--- src/rtl/mac_seq.sv ---
`default_nettype none
// ============================================================================
// mac_seq : dot-product sequencer; clears one MAC, streams operand pairs,
//           waits out the MAC latency and returns the accumulated result.
// Rev 1.0
// ============================================================================
module mac_seq #(
  parameter int LEN_W   = 16,
  parameter int MAC_LAT = 1
) (
  input  logic             clk,
  input  logic             rst_n,
  input  logic             start,
  input  logic [LEN_W-1:0] len,
  output logic             busy,
  input  logic             in_valid,
  output logic             in_ready,
  input  logic [31:0]      in_data,
  input  logic [31:0]      in_weight,
  output logic             mac_rst_n,
  output logic [31:0]      mac_data_value,
  output logic [31:0]      mac_weight_value,
  output logic             mac_data_valid,
  output logic             mac_weight_valid,
  input  logic [31:0]      mac_out,
  output logic             res_valid,
  input  logic             res_ready,
  output logic [31:0]      res_data
);

  localparam int DRAIN_W = (MAC_LAT < 1) ? 1 : $clog2(MAC_LAT + 1);

  localparam logic [2:0] S_IDLE   = 3'd0;
  localparam logic [2:0] S_CLEAR  = 3'd1;
  localparam logic [2:0] S_STREAM = 3'd2;
  localparam logic [2:0] S_DRAIN  = 3'd3;
  localparam logic [2:0] S_DONE   = 3'd4;

  logic [2:0]         r_state;
  logic [2:0]         w_state_nxt;
  logic [LEN_W-1:0]   r_remain;
  logic [DRAIN_W-1:0] r_drain;
  logic               r_mac_rst_n;
  logic               r_mac_valid;
  logic [31:0]        r_mac_data;
  logic [31:0]        r_mac_weight;
  logic [31:0]        r_res_data;
  logic               w_beat;
  logic               w_last_beat;

  assign w_beat      = in_valid && (r_state == S_STREAM);
  assign w_last_beat = w_beat && (r_remain == LEN_W'(1));

  always_comb begin
    w_state_nxt = r_state;
    case (r_state)
      S_IDLE:   if (start) w_state_nxt = (len != '0) ? S_CLEAR : S_DONE;
      S_CLEAR:  w_state_nxt = S_STREAM;
      S_STREAM: if (w_last_beat) w_state_nxt = S_DRAIN;
      S_DRAIN:  if (r_drain == '0) w_state_nxt = S_DONE;
      S_DONE:   if (res_ready) w_state_nxt = S_IDLE;
      default:  w_state_nxt = S_IDLE;
    endcase
  end

  always_ff @(posedge clk or negedge rst_n) begin
    if (!rst_n) begin
      r_state      <= S_IDLE;
      r_remain     <= '0;
      r_drain      <= '0;
      r_mac_rst_n  <= 1'b0;
      r_mac_valid  <= 1'b0;
      r_mac_data   <= '0;
      r_mac_weight <= '0;
      r_res_data   <= '0;
    end else begin
      r_state     <= w_state_nxt;
      // MAC clear is timed off the next state so it lands exactly in CLEAR
      r_mac_rst_n <= (w_state_nxt != S_CLEAR);
      r_mac_valid <= w_beat;
      if (w_beat) begin
        r_mac_data   <= in_data;
        r_mac_weight <= in_weight;
        r_remain     <= r_remain - LEN_W'(1);
      end
      case (r_state)
        S_IDLE: begin
          if (start) begin
            if (len != '0) r_remain   <= len;
            else           r_res_data <= '0;
          end
        end
        S_STREAM: begin
          if (w_last_beat) r_drain <= DRAIN_W'(MAC_LAT);
        end
        S_DRAIN: begin
          if (r_drain == '0) r_res_data <= mac_out;
          else               r_drain    <= r_drain - DRAIN_W'(1);
        end
        default: ;
      endcase
    end
  end

  assign busy             = (r_state != S_IDLE);
  assign in_ready         = (r_state == S_STREAM);
  assign res_valid        = (r_state == S_DONE);
  assign res_data         = r_res_data;
  assign mac_rst_n        = r_mac_rst_n;
  assign mac_data_value   = r_mac_data;
  assign mac_weight_value = r_mac_weight;
  assign mac_data_valid   = r_mac_valid;
  assign mac_weight_valid = r_mac_valid;

endmodule
`default_nettype wire

--- config.mk ---
export PLATFORM = sky130hd
export DESIGN_NAME = mac_seq
export DESIGN_NICKNAME = d
export VERILOG_FILES = /design/src/rtl/mac_seq.sv
export SDC_FILE = /design/constraint.sdc
export NUM_CORES = 1
export LEC_CHECK = 0
export CORE_MARGIN = 2
export CORE_UTILIZATION = 42
export DETAILED_ROUTE_END_ITERATION = 6
export PLACE_DENSITY = 0.8
export SYNTH_ARGS = -nofsm -noshare
export SYNTH_HDL_FRONTEND = slang
export SYNTH_SLANG_ARGS = --single-unit
--- constraint.sdc ---
create_clock -name clk -period 2.4 [get_ports clk]
set_clock_uncertainty 0.15 [all_clocks]
set_input_delay 0.48 -clock clk [delete_from_list [all_inputs] [get_ports clk]]
set_output_delay 0.48 -clock clk [all_outputs]
set_load 0.01 [all_outputs]
## Word level (Yosys, flattened, before mapping)

Index checks and enable logic that the tools add are counted.

| word-level totals | value |
|---|---|
| register bits | 118 |
| word-level logic and storage cells | 46 |

| cells by class | value |
|---|---|
| equality and inequality tests | 10 |
| add/subtract/negate cells | 2 |
| multiplexer cells | 17 |
| reduce and logical (&&, ||, !) cells | 9 |

Operator list:

| cell | count |
|---|---|
| $mux 32 | 3 |
| $mux 16 | 4 |
| $pmux 32 s2 | 1 |
| $eq 16x1->1 const B | 1 |
| $reduce_bool 16->1 | 1 |
| $sub 16x1->16 const B | 1 |
| $mux 3 | 5 |
| $pmux 3 s5 | 1 |
| $eq 3x2->1 const B | 2 |
| $ne 2x2->1 const B | 3 |
| $reduce_and 4->1 | 1 |
| $reduce_bool 2->1 | 2 |
| $eq 3x1->1 const B | 1 |
| $eq 3x3->1 const B | 1 |
| $logic_not 3->1 | 1 |
| $ne 3x1->1 const B | 1 |
| $reduce_bool 3->1 | 1 |
| $logic_and 1x1->1 | 2 |
| $mux 1 | 2 |
| $ne 2x1->1 const B | 1 |
| $pmux 1 s2 | 1 |
| $reduce_and 2->1 | 1 |
| $sub 1x1->1 const B | 1 |

## Logic depth before layout (Yosys ltp)

| depth | value |
|---|---|
| depth in word-level cells | 6 |
| mapped depth | 7 |
| mapped depth without buffers | 6 |

## Worst setup path after synthesis

No wires, ideal clock.

| timing | value |
|---|---|
| kind | input-to-reg |
| from | input port len[8] |
| to | register r_res_data[10], in the netlist res_data[10] |
| slack | 0.458 ns |
| arrival time | 1.712 ns |
| path buffers | 1 |
| stages on the path | 5 |
| data required time | 2.171 ns |
| path through | nor4_1 nand4_1 o22ai_4 buf_6 mux2i_1 |

| on the way | value |
|---|---|
| word-level cells in the longest chain between the ends | 3 |

RTL lines:

| what | RTL line | text |
|---|---|---|
| from (decl) | 14 | `input logic [LEN_W-1:0] len,` |
| $reduce_bool 16->1 | 89 | `if (len != '0) r_remain <= len;` |
| $ne 2x2->1 (no source line) | - |  |
| $reduce_and 4->1 (no source line) | - |  |
| to (signal assigned) | 97 | `if (r_drain == '0) r_res_data <= mac_out;` |
| to (decl) | 47 | `logic [31:0] r_res_data;` |

Every way passes these cells.
A chain may end at the register's enable or synchronous reset.

## Worst setup path in the final report

| timing | value |
|---|---|
| from | register r_state[2] |
| to | output port in_ready |

| on the way | value |
|---|---|
| word-level cells in the longest chain between the ends | 1 |

RTL lines:

| what | RTL line | text |
|---|---|---|
| from (decl) | 39 | `logic [2:0] r_state;` |
| from (signal assigned) | 77 | `r_state <= w_state_nxt;` |
| $eq 3x2->1 | 106 | `assign in_ready = (r_state == S_STREAM);` |
| to (decl) | 17 | `output logic in_ready,` |

Every way passes these cells.

==> flow_summary.html <==
<table>
<tr><th>Metric</th><th>Value</th></tr>
<tr><th colspan="2">Status</th></tr>
<tr><td>Outcome</td><td>completed</td></tr>
<tr><th colspan="2">Timing</th></tr>
<tr><td>Fraction of the cycle the final worst path needs</td><td>0.946</td></tr>
<tr><td>Final max-slew violation count</td><td>0</td></tr>
<tr><td>Fmax</td><td>0.440 GHz</td></tr>
<tr><td>Number of setup violations in the final report</td><td>0</td></tr>
<tr><td>Worst slew margin</td><td>0.583</td></tr>
<tr><td>Tightest Pin Transition</td><td>0.626 ns</td></tr>
<tr><td>Final min period</td><td>2.27 ns</td></tr>
<tr><td>Minimum hold slack</td><td>0.0110 ns</td></tr>
<tr><td>Setup TNS</td><td>0 ns</td></tr>
<tr><td>Count of endpoints failing hold in the final timing report</td><td>0</td></tr>
<tr><td>Setup repair after global routing missed its margin</td><td>no</td></tr>
<tr><th colspan="2">Synth</th></tr>
<tr><td>Count of state elements after synthesis</td><td>118</td></tr>
<tr><td>Syn_nets</td><td>659</td></tr>
<tr><td>Cell with the most instances after synthesis</td><td>sky130_fd_sc_hd__nand2_1</td></tr>
<tr><td>Top cells by area in the synthesized netlist</td><td>sky130_fd_sc_hd__dfrtp_1 (59%), sky130_fd_sc_hd__nand2_1 (18%), sky130_fd_sc_hd__mux2i_1 (6.4%), sky130_fd_sc_hd__inv_1 (2.7%), sky130_fd_sc_hd__xor2_1 (1.2%)</td></tr>
<tr><td>Number of flops mapped to enable cells by yosys</td><td>0</td></tr>
<tr><td>Proportion of synthesized chip area in sequential cells</td><td>0.587</td></tr>
<tr><td>Total standard cell area after synthesis</td><td>5030 µm²</td></tr>
<tr><td>Synth area leader</td><td>sky130_fd_sc_hd__dfrtp_1</td></tr>
<tr><td>Post-synthesis area per instance</td><td>9.32 µm²</td></tr>
<tr><td>Asr flop ratio synth</td><td>1.00</td></tr>
<tr><td>Syn. warnings</td><td>0</td></tr>
<tr><td>Share of the synthesized area in the top cell type</td><td>0.587</td></tr>
<tr><td>Post-synthesis cell count</td><td>540</td></tr>
<tr><td>Number of distinct library cells after synthesis</td><td>39</td></tr>
<tr><td>Most frequently used flop master after synthesis</td><td>sky130_fd_sc_hd__dfrtp_1</td></tr>
<tr><td>Most instantiated cells after synthesis</td><td>sky130_fd_sc_hd__nand2_1 (237), sky130_fd_sc_hd__dfrtp_1 (118), sky130_fd_sc_hd__inv_1 (36)</td></tr>
<tr><th colspan="2">Clocking</th></tr>
<tr><td>Max H-tree Level</td><td>4</td></tr>
<tr><td>Maximum buffer depth of the clock tree</td><td>2</td></tr>
<tr><td>CTS tree</td><td>done</td></tr>
<tr><td>CTS clock-pin slew for the worst setup and hold paths</td><td>0.05 ns</td></tr>
<tr><td>Number of buffers created by CTS</td><td>17</td></tr>
<tr><td>Clock insertion delay at the later pin of the skew report</td><td>0.40 ns</td></tr>
<tr><td>Clock root buffer</td><td>sky130_fd_sc_hd__clkbuf_16</td></tr>
<tr><td>Hold-fix buffers at CTS</td><td>0</td></tr>
<tr><td>Number of sinks on the clock net</td><td>118</td></tr>
<tr><th colspan="2">Setup path</th></tr>
<tr><td>Worst path slowest cell</td><td>sky130_fd_sc_hd__clkdlybuf4s50_1</td></tr>
<tr><td>Required time at the worst-slack endpoint</td><td>1.77 ns</td></tr>
<tr><td>Worst Path Class, Setup</td><td>flip-flop to output pin</td></tr>
<tr><td>Endpoint type of the worst setup path</td><td>output pin</td></tr>
<tr><td>Largest stage delay on the critical path</td><td>0.59 ns</td></tr>
<tr><td>Startpoint kind of the worst setup timing path</td><td>flip-flop</td></tr>
<tr><td>Cell-by-cell listing of the critical path</td><td>nor3b_1, clkdlybuf4s50_1</td></tr>
<tr><td>Data arrival time of the critical path</td><td>1.64 ns</td></tr>
<tr><td>Highest net fanout along the worst path</td><td>8</td></tr>
<tr><th colspan="2">Layout</th></tr>
<tr><td>Fill cell instance count of the final layout</td><td>914</td></tr>
<tr><td>Layout Area Growth over Synthesis</td><td>58.2%</td></tr>
<tr><td>Fin nets</td><td>885</td></tr>
<tr><td>Number of diodes</td><td>0</td></tr>
<tr><td>Finished Core Util</td><td>0.688</td></tr>
<tr><td>Share of final-layout standard cells stronger than drive strength 1</td><td>0.0682</td></tr>
<tr><td>Final design area excluding fillers</td><td>7960 µm²</td></tr>
<tr><td>Non-filler cells in the finished layout</td><td>920</td></tr>
<tr><th colspan="2">Route</th></tr>
<tr><td>Met3 wire length</td><td>1.17 mm</td></tr>
<tr><td>TritonRoute pass-1 iters</td><td>4</td></tr>
<tr><td>DRC errors left</td><td>0</td></tr>
<tr><td>Antenna Violating Nets Remaining</td><td>0</td></tr>
<tr><td>Wl on met1</td><td>5.37 mm</td></tr>
<tr><td>Uppermost signal routing layer after detailed routing</td><td>met4</td></tr>
<tr><td>Average wire per standard cell</td><td>15.3 µm</td></tr>
<tr><td>Initial drt markers</td><td>250</td></tr>
<tr><td>WL final</td><td>14.1 mm</td></tr>
<tr><td>DR vias</td><td>4,517</td></tr>
<tr><td>Met2 wire length</td><td>7.23 mm</td></tr>
<tr><td>Via-to-Cell Ratio</td><td>4.91</td></tr>
<tr><th colspan="2">Floorplanning</th></tr>
<tr><td>Std-Cell Core Area</td><td>11,600 µm²</td></tr>
<tr><td>I/O Pins</td><td>219</td></tr>
<tr><td>Initial cell density of the core</td><td>0.435</td></tr>
<tr><td>Y dimension of the die</td><td>113 µm</td></tr>
<tr><td>Floorplan row count</td><td>39</td></tr>
<tr><td>Die area</td><td>12,900 µm²</td></tr>
<tr><td>Width of the chip</td><td>113 µm</td></tr>
<tr><th colspan="2">Placed design</th></tr>
<tr><td>Buffers added on ports</td><td>218</td></tr>
<tr><td>DP Cell Count</td><td>890</td></tr>
<tr><td>Area after detailed placement</td><td>7420 µm²</td></tr>
<tr><td>Total half-perimeter wirelength after legalization and detailed placement</td><td>10.1 mm</td></tr>
<tr><td>Weighted congestion at the end of routability-driven global placement</td><td>0.814</td></tr>
<tr><th colspan="2">Worst hold path</th></tr>
<tr><td>Worst min-delay path category</td><td>input port to asynchronous set/reset pin</td></tr>
<tr><th colspan="2">Pwr</th></tr>
<tr><td>Power density of the placed cells</td><td>1230 nW/µm²</td></tr>
<tr><td>Maximum vdd ir drop</td><td>0.000638 V</td></tr>
<tr><td>Standby leakage power</td><td>3.59 nW</td></tr>
<tr><th colspan="2">GRT</th></tr>
<tr><td>Global-route congestion overflow total</td><td>0</td></tr>
<tr><td>Initial antenna violation count</td><td>0</td></tr>
<tr><td>Vias in the first global route</td><td>4,748</td></tr>
<tr><td>Pin count of the biggest net entering global routing</td><td>119</td></tr>
<tr><td>Total GRT Usage</td><td>0.225</td></tr>
<tr><td>Global-route wire length before repair</td><td>22.8 mm</td></tr>
<tr><th colspan="2">Flow run</th></tr>
<tr><td>Total of max-cap violations</td><td>0</td></tr>
</table>
==> kinds of logic (layout without fill, tap and decap cells) <==
kind of cell / count (synthesis) / count (layout) / share of synthesized area
muxes: 32 / 32 / 0.0637
adders and majority gates: 2 / 2 / 0.00497
xor gates and xnor gates: 8 / 8 / 0.0139
DFF: 118 / 118 / 0.587
buffers and inverters: 64 / 301 / 0.0547
and+or+nand+nor: 282 / 282 / 0.228
AOI/OAI and AO/OA: 34 / 34 / 0.0478
==> flip-flops by register name (all words and copies together), names as in the netlist <==
signal	count
mac_data_value	32
mac_weight_value	32
res_data	32
r_remain	16
r_state	3
mac_data_valid	1
mac_rst_n	1
r_drain	1
==> critical path, delay by kind of cell, from the launching register on <==
family,cells,cell delay (ns)
flip-flops,1,0.45
AND/OR/NAND/NOR,1,0.21
buffers and inverters,1,0.59
==> path summary, 6_finish.rpt <==
| check | start | to | slack [ns] | depth (start not counted) |
|---|---|---|---|---|
| worst min-delay path | rst_n | r_remain[6]$_DFF_PN0_ | 0.01 | 2 |
| worst min register to register | mac_weight_value[4]$_DFFE_PN0P_ | mac_weight_value[4]$_DFFE_PN0P_ | 0.32 | 2 |
| min in group clk | mac_weight_value[4]$_DFFE_PN0P_ | mac_weight_value[4]$_DFFE_PN0P_ | 0.32 | 2 |
| worst max-delay path | r_state[2]$_DFF_PN0_ | in_ready | 0.13 | 2 |
| worst max register to register | r_state[1]$_DFF_PN0_ | r_remain[12]$_DFF_PN0_ | 0.35 | 5 |
| max in group asynchronous | rst_n | r_state[1]$_DFF_PN0_ | 1.61 | 2 |
==> power by group <==
part           switching, W  total, W  leakage (nW)  internal, W
clock              0.000811   0.00225         0.266      0.00143
sequential         0.000587   0.00345          1.50      0.00286
combinational       0.00195   0.00408          1.82      0.00213
total               0.00335   0.00977          3.59      0.00643
==> cell usage in the layout (no fill, tap or decap), types with 2 or more instances in the layout <==
cell,n
sky130_fd_sc_hd__a21oi_1,6
sky130_fd_sc_hd__a31oi_1,3
sky130_fd_sc_hd__buf_12,2
sky130_fd_sc_hd__buf_4,15
sky130_fd_sc_hd__clkbuf_1,4
sky130_fd_sc_hd__clkbuf_16,17
sky130_fd_sc_hd__clkbuf_8,5
sky130_fd_sc_hd__clkdlybuf4s50_1,215
sky130_fd_sc_hd__clkinv_2,4
sky130_fd_sc_hd__dfrtp_1,117
sky130_fd_sc_hd__dlymetal6s2s_1,2
sky130_fd_sc_hd__ha_1,2
sky130_fd_sc_hd__inv_1,35
sky130_fd_sc_hd__inv_2,2
sky130_fd_sc_hd__mux2i_1,32
sky130_fd_sc_hd__nand2_1,237
sky130_fd_sc_hd__nand3_1,2
sky130_fd_sc_hd__nand4_1,6
sky130_fd_sc_hd__nor2_1,15
sky130_fd_sc_hd__nor3_1,2
sky130_fd_sc_hd__nor3b_1,2
sky130_fd_sc_hd__nor4_1,7
sky130_fd_sc_hd__o21a_1,2
sky130_fd_sc_hd__o21ai_0,11
sky130_fd_sc_hd__o22a_1,2
sky130_fd_sc_hd__o31ai_1,2
sky130_fd_sc_hd__o41ai_1,3
sky130_fd_sc_hd__or3_1,2
sky130_fd_sc_hd__xor2_1,7
==> metal layers <==
layer | vias up | track usage
met4 | 0 | 0.0837
met3 | 22 | 0.0717
met1 | 2145 | 0.254
met2 | 180 | 0.398
met5 | - | 0
li1 | 2170 | -
==> what timing repair did <==
item	in CTS	in global routing
hold endpoints to repair	0	0
setup buffers	0	0
gates resized for setup	1	3
cloned	0	0
setup endpoints to repair	1	4
==> stage by stage <==
step / power [W] / worst slack, ns
2_1_floorplan: 0.00527 / 0.458
3_3_place_gp: 0.00737 / -0.156
3_5_place_dp: 0.00755 / -0.269
4_1_cts: 0.00986 / 0.0248
5_1_grt: 0.0104 / 0.00599
6_report: 0.00977 / 0.129
==> layout make-up <==
| cell class | count | area [µm²] | area share |
|---|---|---|---|
| sequential | 118 | 2950 | 0.371 |
| timing repair buffer | 234 | 2330 | 0.293 |
| multi-input combinational | 358 | 1830 | 0.230 |
| clock buffer | 26 | 509 | 0.0640 |
| tap | 143 | 179 | 0.0225 |
| inverter | 37 | 139 | 0.0175 |
| clock inverter | 4 | 20.0 | 0.00252 |
No activity file was read; power rests on OpenSTA's default activity.
